===== src/rtl/arcade_ce_pkg.sv =====
// Shared types and helpers for the arcade_ce_gen fractional clock-enable generator.
// Optional ce counters are built when CEGEN_CNT_EN is defined.
package arcade_ce_pkg;

    localparam int unsigned CNT_W       = 16;
    localparam int unsigned RATIO_MAX_W = 32;
    localparam int unsigned MAX_CH      = 8;

    typedef struct packed {
        logic [RATIO_MAX_W-1:0] num;
        logic [RATIO_MAX_W-1:0] den;
    } ratio_t;

    // Extract channel idx (w bits per field) from zero-extended packed INIT vectors.
    function automatic ratio_t ratio_unpack(
        input logic [MAX_CH*RATIO_MAX_W-1:0] num_vec,
        input logic [MAX_CH*RATIO_MAX_W-1:0] den_vec,
        input int unsigned                   idx,
        input int unsigned                   w
    );
        ratio_t r;
        r = '0;
        for (int unsigned b = 0; b < w; b++) begin
            r.num[b] = num_vec[idx*w + b];
            r.den[b] = den_vec[idx*w + b];
        end
        return r;
    endfunction

endpackage


===== src/rtl/arcade_ce_chan.sv =====
// One fractional clock-enable channel: num/den accumulator, ratio shadow with pending flag
// and, when CEGEN_CNT_EN is defined, a wrapping 16-bit ce counter.
import arcade_ce_pkg::*;

module arcade_ce_chan #(
    parameter int unsigned ACC_W = 8,
    parameter ratio_t      INIT  = '0
) (
    input  logic             clk_i,
    input  logic             rst_i,
    input  logic             pause_i,
    input  logic             sync_i,
    input  logic             wr_i,
    input  logic [ACC_W-1:0] wr_num_i,
    input  logic [ACC_W-1:0] wr_den_i,
    output logic             ce_o,
    output logic             pend_d_o
`ifdef CEGEN_CNT_EN
    ,
    output logic [CNT_W-1:0] cnt_o
`endif
);

    logic [ACC_W-1:0] acc_q, acc_d;
    logic [ACC_W-1:0] num_q, num_d;
    logic [ACC_W-1:0] den_q, den_d;
    logic [ACC_W-1:0] shn_q, shn_d;
    logic [ACC_W-1:0] shd_q, shd_d;
    logic             pend_q, pend_d;
    logic             ce_q, ce_d;
    logic [ACC_W:0]   sum;
    logic [ACC_W:0]   sum_sub;
    logic             apply;

    always_comb begin
        sum     = {1'b0, acc_q} + {1'b0, num_q};
        sum_sub = sum - {1'b0, den_q};
        acc_d   = acc_q;
        ce_d    = 1'b0;
        apply   = 1'b0;
        if (sync_i) begin
            acc_d = '0;
            apply = pend_q;
        end else if (den_q == '0) begin
            acc_d = '0;
            apply = pend_q;
        end else if (!pause_i) begin
            if (num_q >= den_q) begin
                ce_d  = 1'b1;
                acc_d = '0;
            end else if (sum >= {1'b0, den_q}) begin
                ce_d  = 1'b1;
                acc_d = sum_sub[ACC_W-1:0];
            end else begin
                acc_d = sum[ACC_W-1:0];
            end
            apply = ce_d & pend_q;
        end

        num_d  = num_q;
        den_d  = den_q;
        pend_d = pend_q;
        shn_d  = shn_q;
        shd_d  = shd_q;
        if (apply) begin
            num_d  = shn_q;
            den_d  = shd_q;
            acc_d  = '0;
            pend_d = 1'b0;
        end
        // A write lands after any apply, so same-edge writes always remain pending.
        if (wr_i) begin
            shn_d  = wr_num_i;
            shd_d  = wr_den_i;
            pend_d = 1'b1;
        end
    end

    always_ff @(posedge clk_i or posedge rst_i) begin
        if (rst_i) begin
            acc_q  <= '0;
            num_q  <= INIT.num[ACC_W-1:0];
            den_q  <= INIT.den[ACC_W-1:0];
            shn_q  <= '0;
            shd_q  <= '0;
            pend_q <= 1'b0;
            ce_q   <= 1'b0;
        end else begin
            acc_q  <= acc_d;
            num_q  <= num_d;
            den_q  <= den_d;
            shn_q  <= shn_d;
            shd_q  <= shd_d;
            pend_q <= pend_d;
            ce_q   <= ce_d;
        end
    end

    assign ce_o     = ce_q;
    assign pend_d_o = pend_d;

`ifdef CEGEN_CNT_EN
    logic [CNT_W-1:0] cnt_q;

    always_ff @(posedge clk_i or posedge rst_i) begin
        if (rst_i) begin
            cnt_q <= '0;
        end else if (ce_d) begin
            cnt_q <= cnt_q + 1'b1;
        end
    end

    assign cnt_o = cnt_q;
`endif

endmodule


===== src/rtl/arcade_ce_gen.sv =====
// Multi-channel fractional clock-enable generator (num/den per channel, pause, sync, reprogramming).
// Define CEGEN_CNT_EN to build per-channel ce counters readable through cnt_o.
import arcade_ce_pkg::*;

module arcade_ce_gen #(
    parameter int unsigned              NUM_CH   = 3,
    parameter int unsigned              ACC_W    = 8,
    parameter logic [NUM_CH*ACC_W-1:0]  INIT_NUM = {8'd3, 8'd1, 8'd1},
    parameter logic [NUM_CH*ACC_W-1:0]  INIT_DEN = {8'd40, 8'd6, 8'd4},
    localparam int unsigned             CH_W     = (NUM_CH > 1) ? $clog2(NUM_CH) : 1
) (
    input  logic              clk_sys,
    input  logic              reset,
    input  logic              pause,
    input  logic              sync,
    input  logic              cfg_wr,
    input  logic [CH_W-1:0]   cfg_ch,
    input  logic [ACC_W-1:0]  cfg_num,
    input  logic [ACC_W-1:0]  cfg_den,
    output logic              cfg_busy,
    output logic [NUM_CH-1:0] ce,
    output logic [CNT_W-1:0]  cnt_o
);

    localparam logic [MAX_CH*RATIO_MAX_W-1:0] NUM_EXT = (MAX_CH*RATIO_MAX_W)'(INIT_NUM);
    localparam logic [MAX_CH*RATIO_MAX_W-1:0] DEN_EXT = (MAX_CH*RATIO_MAX_W)'(INIT_DEN);

    logic [NUM_CH-1:0] pend_d;
    logic              busy_q;
`ifdef CEGEN_CNT_EN
    logic [CNT_W-1:0]  cnt_ch [NUM_CH];
`endif

    for (genvar i = 0; i < NUM_CH; i++) begin : g_ch
        localparam ratio_t INIT_I = ratio_unpack(NUM_EXT, DEN_EXT, i, ACC_W);

        arcade_ce_chan #(
            .ACC_W (ACC_W),
            .INIT  (INIT_I)
        ) u_chan (
            .clk_i    (clk_sys),
            .rst_i    (reset),
            .pause_i  (pause),
            .sync_i   (sync),
            .wr_i     (cfg_wr && (cfg_ch == CH_W'(i))),
            .wr_num_i (cfg_num),
            .wr_den_i (cfg_den),
            .ce_o     (ce[i]),
            .pend_d_o (pend_d[i])
`ifdef CEGEN_CNT_EN
            ,
            .cnt_o    (cnt_ch[i])
`endif
        );
    end

    always_ff @(posedge clk_sys or posedge reset) begin
        if (reset) begin
            busy_q <= 1'b0;
        end else begin
            busy_q <= |pend_d;
        end
    end

    assign cfg_busy = busy_q;

`ifdef CEGEN_CNT_EN
    always_comb begin
        cnt_o = '0;
        for (int unsigned i = 0; i < NUM_CH; i++) begin
            if (cfg_ch == CH_W'(i)) begin
                cnt_o = cnt_ch[i];
            end
        end
    end
`else
    assign cnt_o = '0;
`endif

endmodule


===== config.mk =====
export PLATFORM = sky130hd
export DESIGN_NAME = arcade_ce_gen
export DESIGN_NICKNAME = d
export VERILOG_FILES = /design/src/rtl/arcade_ce_pkg.sv /design/src/rtl/arcade_ce_chan.sv /design/src/rtl/arcade_ce_gen.sv
export SDC_FILE = /design/constraint.sdc
export NUM_CORES = 1
export LEC_CHECK = 0
export CAP_MARGIN = 0
export CORE_ASPECT_RATIO = 0.75
export CORE_MARGIN = 4
export CORE_UTILIZATION = 34
export DETAILED_ROUTE_END_ITERATION = 10
export GPL_TIMING_DRIVEN = 0
export SYNTH_ARGS = -nofsm -noshare
export SYNTH_HDL_FRONTEND = slang
export SYNTH_SLANG_ARGS = --single-unit

===== constraint.sdc =====
create_clock -name clk_sys -period 10.6 [get_ports clk_sys]
set_input_delay 2.12 -clock clk_sys [delete_from_list [all_inputs] [get_ports clk_sys]]
set_output_delay 2.12 -clock clk_sys [all_outputs]
set_load 0.01 [all_outputs]

# Yosys cells after proc, flatten, opt, wreduce, memory -nomap -nowiden
# Index checks and enable logic that the tools add are counted.
[totals] wordCells=107 output_inout_bits=20 reg_bits=127 inputBits=23
[op_classes] n_addsub=6 bitwise=3 n_reduce_logical=8 eq_ne=5 mux=57 n_lt_le_gt_ge=6
[ops] operator="2-to-1 mux 8 bit" count=18
[ops] operator="2-to-1 mux 1 bit" count=39
[ops] operator="adder 8 x 8 -> 9 bit" count=3
[ops] operator=">= comparator 9 x 8 -> 1 bit" count=3
[ops] operator=">= comparator 8 bit" count=3
[ops] operator="logical NOT 8 bit" count=3
[ops] operator="subtractor 8 bit" count=3
[ops] operator="inequality test 4 x 1 -> 1 bit (second input constant)" count=3
[ops] operator="bitwise AND 1 bit" count=3
[ops] operator="logical AND 1 bit" count=3
[ops] operator="OR reduction 3 bit" count=1
[ops] operator="== test 2 x 1 -> 1 bit (second input constant)" count=1
[ops] operator="== test 2 bit (second input constant)" count=1
[ops] operator="logical NOT 2 bit" count=1

# Logic depth before layout (Yosys ltp)
# Gate-level depths: netlist (run 1).
[depth] ltp_word=14 mapped_depth=17 ltp_nobuf=16

# By module
# Synthesis (run 1) repeated with hierarchy kept, for this count alone.
[unflattened] cells_unflattened=1007 area_unflattened_um2=9477.8
[modules_own_cells] mod="arcade_ce_chan (g_ch[2].u_chan)" seq_area_each_um2=1056.0 n_inst=1 cells_each=328 area_each_um2=3099.2
[modules_own_cells] mod="arcade_ce_chan (g_ch[1].u_chan)" seq_area_each_um2=1054.8 n_inst=1 cells_each=328 area_each_um2=3098.0
[modules_own_cells] mod="arcade_ce_chan (g_ch[0].u_chan)" seq_area_each_um2=1053.5 n_inst=1 cells_each=328 area_each_um2=3096.7
[modules_own_cells] mod="arcade_ce_gen" seq_area_each_um2=25.0 n_inst=1 cells_each=23 area_each_um2=183.9

# Worst setup path after synthesis (run 1)
# No wires, ideal clock.
[synth_timing] kind="register to register" from="reg g_ch[1].u_chan.num_q[0]" to="reg g_ch[1].u_chan.den_q[0]" slack_ps=6751 path_stages_with_launch=17 required_time_ps=10475 arrival_ps=3724 path_buffers=1 period_less_slack_ps=3849 setup_time_ps=125 path_cell_list="dfstp_2 > ha_1 > inv_1 > fa_1 > nor2b_1 > o31a_1 > o21a_1 > nor2_1 > xnor2_1 > ha_1 > or4_4 > o211a_1 > or3b_4 > o21bai_4 > a21boi_4 > buf_6 > mux2_4"
[synth_via] elab_chain_len=11 elab_cells_between_ends=12 cone_classes="add/sub (1); order compare (2); mux (8); bitwise (1)"
[synth_rtl] item="from (decl)" line="arcade_ce_chan.sv:25" text="logic [ACC_W-1:0] num_q, num_d;"
[synth_rtl] item="from (signal assigned)" line="arcade_ce_chan.sv:82" text="num_q <= INIT.num[ACC_W-1:0];"
[synth_rtl] item="from (signal assigned)" line="arcade_ce_chan.sv:90" text="num_q <= num_d;"
[synth_rtl] item="adder 8 x 8 -> 9 bit" line="arcade_ce_chan.sv:36" text="sum = {1'b0, acc_q} + {1'b0, num_q};"
[synth_rtl] item=">= comparator 9 x 8 -> 1 bit" line="arcade_ce_chan.sv:51" text="end else if (sum >= {1'b0, den_q}) begin"
[synth_rtl] item="2-to-1 mux 1 bit" line="arcade_ce_chan.sv:51"
[synth_rtl] item="2-to-1 mux 1 bit (*)" line="arcade_ce_chan.sv:48" text="if (num_q >= den_q) begin"
[synth_rtl] item="2-to-1 mux 1 bit (*)" line="arcade_ce_chan.sv:47" text="end else if (!pause_i) begin"
[synth_rtl] item="2-to-1 mux 1 bit (*)" line="arcade_ce_chan.sv:44" text="end else if (den_q == '0) begin"
[synth_rtl] item="2-to-1 mux 1 bit (*)" line="arcade_ce_chan.sv:41" text="if (sync_i) begin"
[synth_rtl] item="bitwise AND 1 bit (*)" line="arcade_ce_chan.sv:57" text="apply = ce_d & pend_q;"
[synth_rtl] item="2-to-1 mux 1 bit (*)" line="arcade_ce_chan.sv:47"
[synth_rtl] item="2-to-1 mux 1 bit (*)" line="arcade_ce_chan.sv:44"
[synth_rtl] item="2-to-1 mux 1 bit (*)" line="arcade_ce_chan.sv:41"
[synth_rtl] item="to (signal assigned)" line="arcade_ce_chan.sv:83" text="den_q <= INIT.den[ACC_W-1:0];"
[synth_rtl] item="to (signal assigned)" line="arcade_ce_chan.sv:91" text="den_q <= den_d;"
[synth_rtl] item="to (decl)" line="arcade_ce_chan.sv:26" text="logic [ACC_W-1:0] den_q, den_d;"
# Every way passes the cells marked *; elsewhere a longest branch is shown, timed or not. The select of a mux whose other input is x is not followed.
# A chain may end at the register's enable or synchronous reset.

# Worst setup path in the final report (run 1)
[layout_timing] from="in cfg_wr" to="reg g_ch[0].u_chan.shd_q[0]"
[layout_via] elab_chain_len=1
[layout_rtl] item="from (decl)" line="arcade_ce_gen.sv:16" text="input logic cfg_wr,"
[layout_rtl] item="logical AND 1 bit" line="arcade_ce_gen.sv:45" text=".wr_i (cfg_wr && (cfg_ch == CH_W'(i))),"
[layout_rtl] item="to (signal assigned)" line="arcade_ce_chan.sv:85" text="shd_q <= '0;"
[layout_rtl] item="to (signal assigned)" line="arcade_ce_chan.sv:93" text="shd_q <= shd_d;"
[layout_rtl] item="to (decl)" line="arcade_ce_chan.sv:28" text="logic [ACC_W-1:0] shd_q, shd_d;"
# No other way between the ends.

==> results.cfg, run 1 <==
[timing]
grt_setup_unrepaired = no
fmax_mhz = 228
relSlewSlack = 0.0567
fin_tns_setup_ns = 0
hold_viol = 0
finalCriticalPeriod_ns = 4.39
worstMarginPinSlew_ns = 1.41
post-route-period-util = 0.414
setup_viol = 0
skew_ns = 0.0188
maxSlewViolCount = 0
setup_slack_ns = 6.21
hold_ws_ns = 0.475

[place]
pre_cts_slack_ns = 5.78
hpwl_mm = 13.5
gp_congestion = 0.869
io_buffers = 24

[global_route]
grt_max_degree = 100
grt_pass1_vias = 5422
antenna_found_initial = 0
grt-ovfl-total = 0
grt_pass1_wl_mm = 29.1
grt.total_usage = 0.143

[drt]
dr.pass1.iters = 6
first_iter_violations = 378
met1_length_mm = 9.56
drc = 0
wl_mm = 17.8
met3_length_microns = 805
via_per_inst = 5.00
wl_per_cell_microns = 16.0
highest_layer = met4
ant_nets = 0
dr_wl_met2_mm = 7.25
vias = 5552

[worst_setup_path]
worstPathMaxFanout = 10
cp_data_required_time_ns = 10.90
startpoint_type = input port
arrival_ns = 4.68
worstSetupEndpointType = flop
criticalPathCategory = in -> reg

[die]
io_pins = 43
die_w_microns = 183
fp.dieH_microns = 139
initial_utilization = 0.350
fp.coreArea_sq_mm = 0.0223
num_rows = 47
die_area_sq_mm = 0.0255

[worst_hold_path]
hold_class = reg -> reg

[yosys]
synth.yosys.seq_area_share = 0.408
yosys_warnings = 0
synth.cell_area_sq_mm = 0.00782
syn_area_per_cell_sq_um = 10.5
synth-edff-count = 0
ys_seq_elements = 127
synthArstFlopShare = 1.00
syn_inst = 745
synth_ff_type = dfrtp_1
synth.distinct_cells = 62

[clock_network]
cts_num_sinks = 127
postCtsSetupBuffers = 0
insertion_delay_ns = 0.42
cts_hold_buf = 0
cts_resized = 0
cts_tree = built
path_clk_slew_ns = 0.06
cts-root-buf = clkbuf_16
cts.path.max_buffers = 2
cts_buffers = 17
h-tree-depth = 4

[final_layout]
drive_above_1_share = 0.204
diodes = 0
ff_latch_area_sq_mm = 0.00319
fillers = 2178
nets = 905
multi_input_area_sq_mm = 0.00428
area_delta_synth_final_pct = 16.5

[power_and_ir_drop]
seq_power_share = 0.234
p_int_uw = 1910
vdd_ir_drop_max_mv = 0.175
share_comb_of_total_power = 0.585
power.density_mw_per_mm2 = 360
clockPowerShare = 0.181
swShare = 0.418
p_switching_uw = 1370
leakagePower_uw = 0.00414

[job]
cap_violations = 0

[run_status]
status = finished, final reports clean
## per-stage QoR
step	instance area, sq um	power [uW]	instances	utilization
after global placement	8480	2650	1078	0.380
after detailed placement	8520	2680	1079	0.381
after CTS	9110	3290	1111	0.408
after global routing	9110	3580	1111	0.408
final	9110	3280	1111	0.408
after floorplan	7880	2260	760	-
## cells in the final DEF (no fill, tap or decap), drive strengths merged, types with 3 or more instances in the layout
| cell type | synthesis | layout |
|---|---|---|
| dfrtp | 118 | 118 |
| mux2 | 86 | 86 |
| ha | 72 | 72 |
| nand2 | 71 | 71 |
| nor2 | 56 | 56 |
| inv | 45 | 50 |
| a21oi | 30 | 30 |
| clkbuf | 9 | 28 |
| buf | 26 | 27 |
| clkdlybuf4s50 | 0 | 24 |
| o21ai | 22 | 22 |
| xnor2 | 20 | 20 |
| nand3 | 18 | 18 |
| conb | 1 | 16 |
| nand4 | 12 | 12 |
| nor2b | 10 | 10 |
| a31oi | 10 | 10 |
| a22oi | 10 | 10 |
| nor3 | 9 | 9 |
| o21a | 9 | 9 |
| dfstp | 9 | 9 |
| or3 | 8 | 8 |
| o211ai | 7 | 7 |
| o21bai | 7 | 7 |
| a21o | 6 | 6 |
| a211oi | 6 | 6 |
| nand3b | 6 | 6 |
| xor2 | 6 | 6 |
| fa | 6 | 6 |
| o31a | 5 | 5 |
| nand2b | 5 | 5 |
| mux2i | 5 | 5 |
| clkinv | 1 | 5 |
| or4 | 4 | 4 |
| o31ai | 3 | 3 |
| a32oi | 3 | 3 |
| a21boi | 3 | 3 |
## power groups by stage
stage	clock [uW]	sequential, uW	combinational (uW)
3_3_place_gp	0	776	1870
4_1_cts	603	771	1920
2_1_floorplan	0	734	1530
5_1_grt	629	789	2160
3_5_place_dp	0	778	1900
6_report	593	769	1920
## flip-flops by register name, indices dropped and copies added, names as in the netlist
| register | count |
|---|---|
| g_ch.u_chan.acc_q | 24 |
| cfg_busy | 1 |
| g_ch.u_chan.num_q | 24 |
| g_ch.u_chan.shn_q | 24 |
| g_ch.u_chan.pend_q | 3 |
| g_ch.u_chan.den_q | 24 |
| g_ch.u_chan.ce_o | 3 |
| g_ch.u_chan.shd_q | 24 |
## metal layers
metal  GRT usage  vias to the layer above
met5           0                        -
met4      0.0333                        0
met3      0.0342                       16
met2       0.196                      109
met1       0.226                     2681
li1            -                     2746
## layout make-up
type,instances,share of cell area
sequential,127,0.350
buffer,35,0.0251
timing repair buffer,25,0.0294
clock inverter,13,0.0168
tap,294,0.0404
multi-input combinational,552,0.470
clock buffer,19,0.0486
inverter,46,0.0195
## synth_stat cells (8+ instances only)
| library cell | count | share of area |
|---|---|---|
| inv_1 | 45 | 0.022 |
| nor2b_1 | 10 | 0.0080 |
| xnor2_1 | 20 | 0.022 |
| dfstp_2 | 9 | 0.030 |
| nand3_1 | 18 | 0.012 |
| a31oi_1 | 10 | 0.0080 |
| a22oi_1 | 10 | 0.0096 |
| o21a_1 | 9 | 0.0086 |
| mux2_2 | 74 | 0.11 |
| ha_1 | 72 | 0.12 |
| nor2_1 | 56 | 0.027 |
| dfrtp_1 | 118 | 0.38 |
| o21ai_0 | 22 | 0.014 |
| nand2_1 | 71 | 0.034 |
| or3_1 | 8 | 0.0064 |
| buf_4 | 21 | 0.020 |
| nand4_1 | 12 | 0.0096 |
| a21oi_1 | 29 | 0.019 |
| clkbuf_1 | 9 | 0.0043 |
| mux2_4 | 12 | 0.023 |
| nor3_1 | 9 | 0.0058 |
## cells by family after synthesis
| family | Yosys count | share of synthesized area |
|---|---|---|
| AO/OA/AOI/OAI | 133 | 0.118 |
| XOR/XNOR | 26 | 0.0291 |
| adder cells (fa/ha/maj) | 78 | 0.131 |
| buffers and inverters | 81 | 0.0514 |
| flip-flops | 127 | 0.408 |
| multiplexers | 91 | 0.136 |
| other | 1 | 0.000480 |
| AND/OR/NAND/NOR | 208 | 0.126 |
## path summary, 6_finish.rpt
kind,from,to,slack [ns],cells after the start
max reg2reg,g_ch[2].u_chan.num_q[0],g_ch[2].u_chan.den_q[2],6.22,16
min in group asynchronous,reset,g_ch[1].u_chan.acc_q[2],2.05,2
max,cfg_wr,g_ch[0].u_chan.shd_q[0],6.21,4
min,g_ch[1].u_chan.shd_q[0],g_ch[1].u_chan.shd_q[0],0.47,2
max in group asynchronous,reset,g_ch[2].u_chan.den_q[3],7.75,3
min reg2reg,g_ch[1].u_chan.shd_q[0],g_ch[1].u_chan.shd_q[0],0.47,2
## critical path, cell delays in order
cell,delay (ns)
clkdlybuf4s50_1,0.50
nor3b_1,1.12
clkbuf_1,0.54
mux2_2,0.40
Power figures use the tool's default switching activity.
==> inputs of run 2 (changes only) <==
==> constraint.sdc (replaced) <==
create_clock -name clk_sys -period 4.5 [get_ports clk_sys]
set_input_delay 0.9 -clock clk_sys [delete_from_list [all_inputs] [get_ports clk_sys]]
set_output_delay 0.9 -clock clk_sys [all_outputs]
set_load 0.01 [all_outputs]
==> run 2 against run 1 <==
Critical path depth is 12 higher. Power is 140% higher. Clock-buffer cell count stayed put. Register-to-register slack worse by 6.0 ns. Hold slack hardly changed. Final area is 0.55% higher. Via count is 0.79% higher. Combinational power is 140% higher. Global-route usage stayed put. Cell count is 0.45% higher. Worst setup slack worse by 6.0 ns. Critical path type is now reg -> reg. Critical endpoint is now g_ch[2].u_chan.den_q[0]. Largest cell class unchanged. Highest routed layer unchanged.
==> results.cfg, run 2 (same netlist as run 1, synthesis figures left out) <==
[drt]
ant_nets = 0
vias = 5596
via_per_inst = 5.01
first_iter_violations = 379
dr.pass1.iters = 5
wl_per_cell_microns = 15.9
wl_mm = 17.8
drc = 0

[timing]
hold_viol = 0
skew_ns = 0.0191
post-route-period-util = 0.952
relSlewSlack = 0.0578
grt_setup_unrepaired = no
fmax_mhz = 233
setup_viol = 0
hold_ws_ns = 0.475
maxSlewViolCount = 0
finalCriticalPeriod_ns = 4.29
worstMarginPinSlew_ns = 1.41

[place]
io_buffers = 24
placed_cell_area_sq_mm = 0.00852
hpwl_mm = 13.5
gp_congestion = 0.869

[worst_hold_path]
hold_class = reg -> reg
min_from = g_ch[1].u_chan.shd_q[0]
worstHoldPathCells = 2
whs_endpoint = g_ch[1].u_chan.shd_q[0]

[die]
initial_utilization = 0.350
num_rows = 47
die_w_microns = 183
die_area_sq_mm = 0.0255
io_pins = 43
fp.coreArea_sq_mm = 0.0223
fp.dieH_microns = 139

[worst_setup_path]
reg2reg_from = g_ch[2].u_chan.num_q[0]
worstPathMaxFanout = 10
worstSetupEndpointType = flop
worstPathCellList = ha_1 -> inv_1 -> fa_1 -> nor2b_1 -> o31a_1 -> o311ai_1 -> a21boi_0 -> ha_1 -> nand4_1 -> o21ai_0 -> nor2_1 -> a21oi_1 -> nor3b_2 -> a21oi_4 -> buf_2 -> mux2_2
criticalPathCategory = reg -> reg
cp_common_cell = ha_1
arrival_ns = 4.58
r2r_end = g_ch[2].u_chan.den_q[0]
cpPeakStageDelay_ns = 0.54
startpoint_type = flop
cp_data_required_time_ns = 4.80
reg2reg_slack_ns = 0.21
r2r_cells = 16
critPathSlowestCell = dfstp_2

[final_layout]
final_common_cell = dfrtp_1
stdcell_area_sq_mm = 0.00916
diodes = 0
fillers = 2176
drive_above_1_share = 0.209
most-common-layout-cells = dfrtp_1 (118), mux2_2 (74), ha_1 (72)
area_delta_synth_final_pct = 17.2
nets = 910

[clock_network]
cts.path.max_buffers = 2
cts-root-buf = clkbuf_16
cts_hold_buf = 0
cts_buffers = 17
path_clk_slew_ns = 0.06
insertion_delay_ns = 0.42
h-tree-depth = 4
cts_tree = built
cts_num_sinks = 127

[job]
cap_violations = 0

[run_status]
status = finished, final reports clean

[global_route]
grt_pass1_wl_mm = 29.1
grt.total_usage = 0.143
grt-ovfl-total = 0
grt_max_degree = 100
grt_pass1_vias = 5422
antenna_found_initial = 0

[power_and_ir_drop]
seq_power_share = 0.232
leakagePower_uw = 0.00417
p_total_uw = 7800
share_comb_of_total_power = 0.589
clockPowerShare = 0.179
power.density_mw_per_mm2 = 851
vdd_ir_drop_max_mv = 0.417
p_int_uw = 4540
swShare = 0.417
p_switching_uw = 3250
run 2: cell types whose count changed in the layout (fill, tap and decap cells not counted):
cell      before  now
clkbuf_4       0    2
a21oi_4        0    1
a21oi_2        1    0
buf_4         21   26
buf_2          3    1
run 2: through the flow:
stage	utilization	std cells	setup slack, ns	TNS (ns)
finish	0.410	1116	0.214	0
CTS	0.408	1111	0.170	0
global route	0.410	1116	0.0690	0
floorplan	-	760	0.231	0
detailed placement	0.381	1079	0.193	0
global placement	0.380	1078	-1.84	-218.96
run 2: final cells by class:
cell class,instances,area [sq um],share of cell area
Timing Repair Buffer,30,305,0.0333
Sequential cell,127,3190,0.348
Clock buffer,19,443,0.0483
Buffer,35,234,0.0255
Inverter,46,178,0.0194
Tap cell,294,368,0.0402
Clock inverter,13,153,0.0167
Multi-Input combinational cell,552,4290,0.468
run 2: power groups by stage:
stage	Clock, uW	Sequential (uW)	Combinational (uW)
floorplan	0	1730	3600
global placement	0	1830	4410
CTS	1420	1820	4510
global route	1480	1860	5170
detailed placement	0	1830	4480
finish	1400	1810	4590
run 2: per-layer routing:
layer  up-vias  wire length (microns)  global-route usage  part of all wire
met3        16                    837              0.0342             0.047
met4         0                    146              0.0333            0.0082
met2       119                   7260               0.196              0.41
met1      2708                   9530               0.226              0.54
met5         -                      0                   0                 0
li1       2753                      -                   -                 -
run 2: worst max-delay path by stage:
stage                            startpoint                       to  cells past startpoint
finish              g_ch[2].u_chan.num_q[0]  g_ch[2].u_chan.den_q[0]                     16
CTS                 g_ch[0].u_chan.num_q[0]  g_ch[0].u_chan.den_q[7]                     16
global route        g_ch[2].u_chan.num_q[0]  g_ch[2].u_chan.den_q[0]                     16
detailed placement  g_ch[2].u_chan.num_q[0]  g_ch[2].u_chan.num_q[7]                     16
global placement                      reset  g_ch[2].u_chan.acc_q[1]                      2
floorplan                             reset                 cfg_busy                      1
run 2: worst max-delay path, delay by kind of cell, from the launching register on:
kind | cells | cell delay [ns]
multiplexers | 1 | 0.37
flip-flops | 1 | 0.54
AO/OA/AOI/OAI | 6 | 1.43
adder cells (fa/ha/maj) | 3 | 0.94
AND/OR/NAND/NOR | 4 | 0.52
buffers and inverters | 2 | 0.36
run 2: timing repair:
item	4_1_cts	5_1_grt
buffers inserted	0	5
gates resized for setup	0	3
setup endpoints to repair	0	18
==> inputs of run 3 (changes only) <==
--- a/config.mk
+++ b/config.mk
@@ -5,7 +5,6 @@
 export SDC_FILE = /design/constraint.sdc
 export NUM_CORES = 1
 export LEC_CHECK = 0
-export CAP_MARGIN = 0
 export CORE_ASPECT_RATIO = 0.75
 export CORE_MARGIN = 4
 export CORE_UTILIZATION = 34
==> results of run 3 <==
Final layout, timing and power as in run 2 (identical DEF).
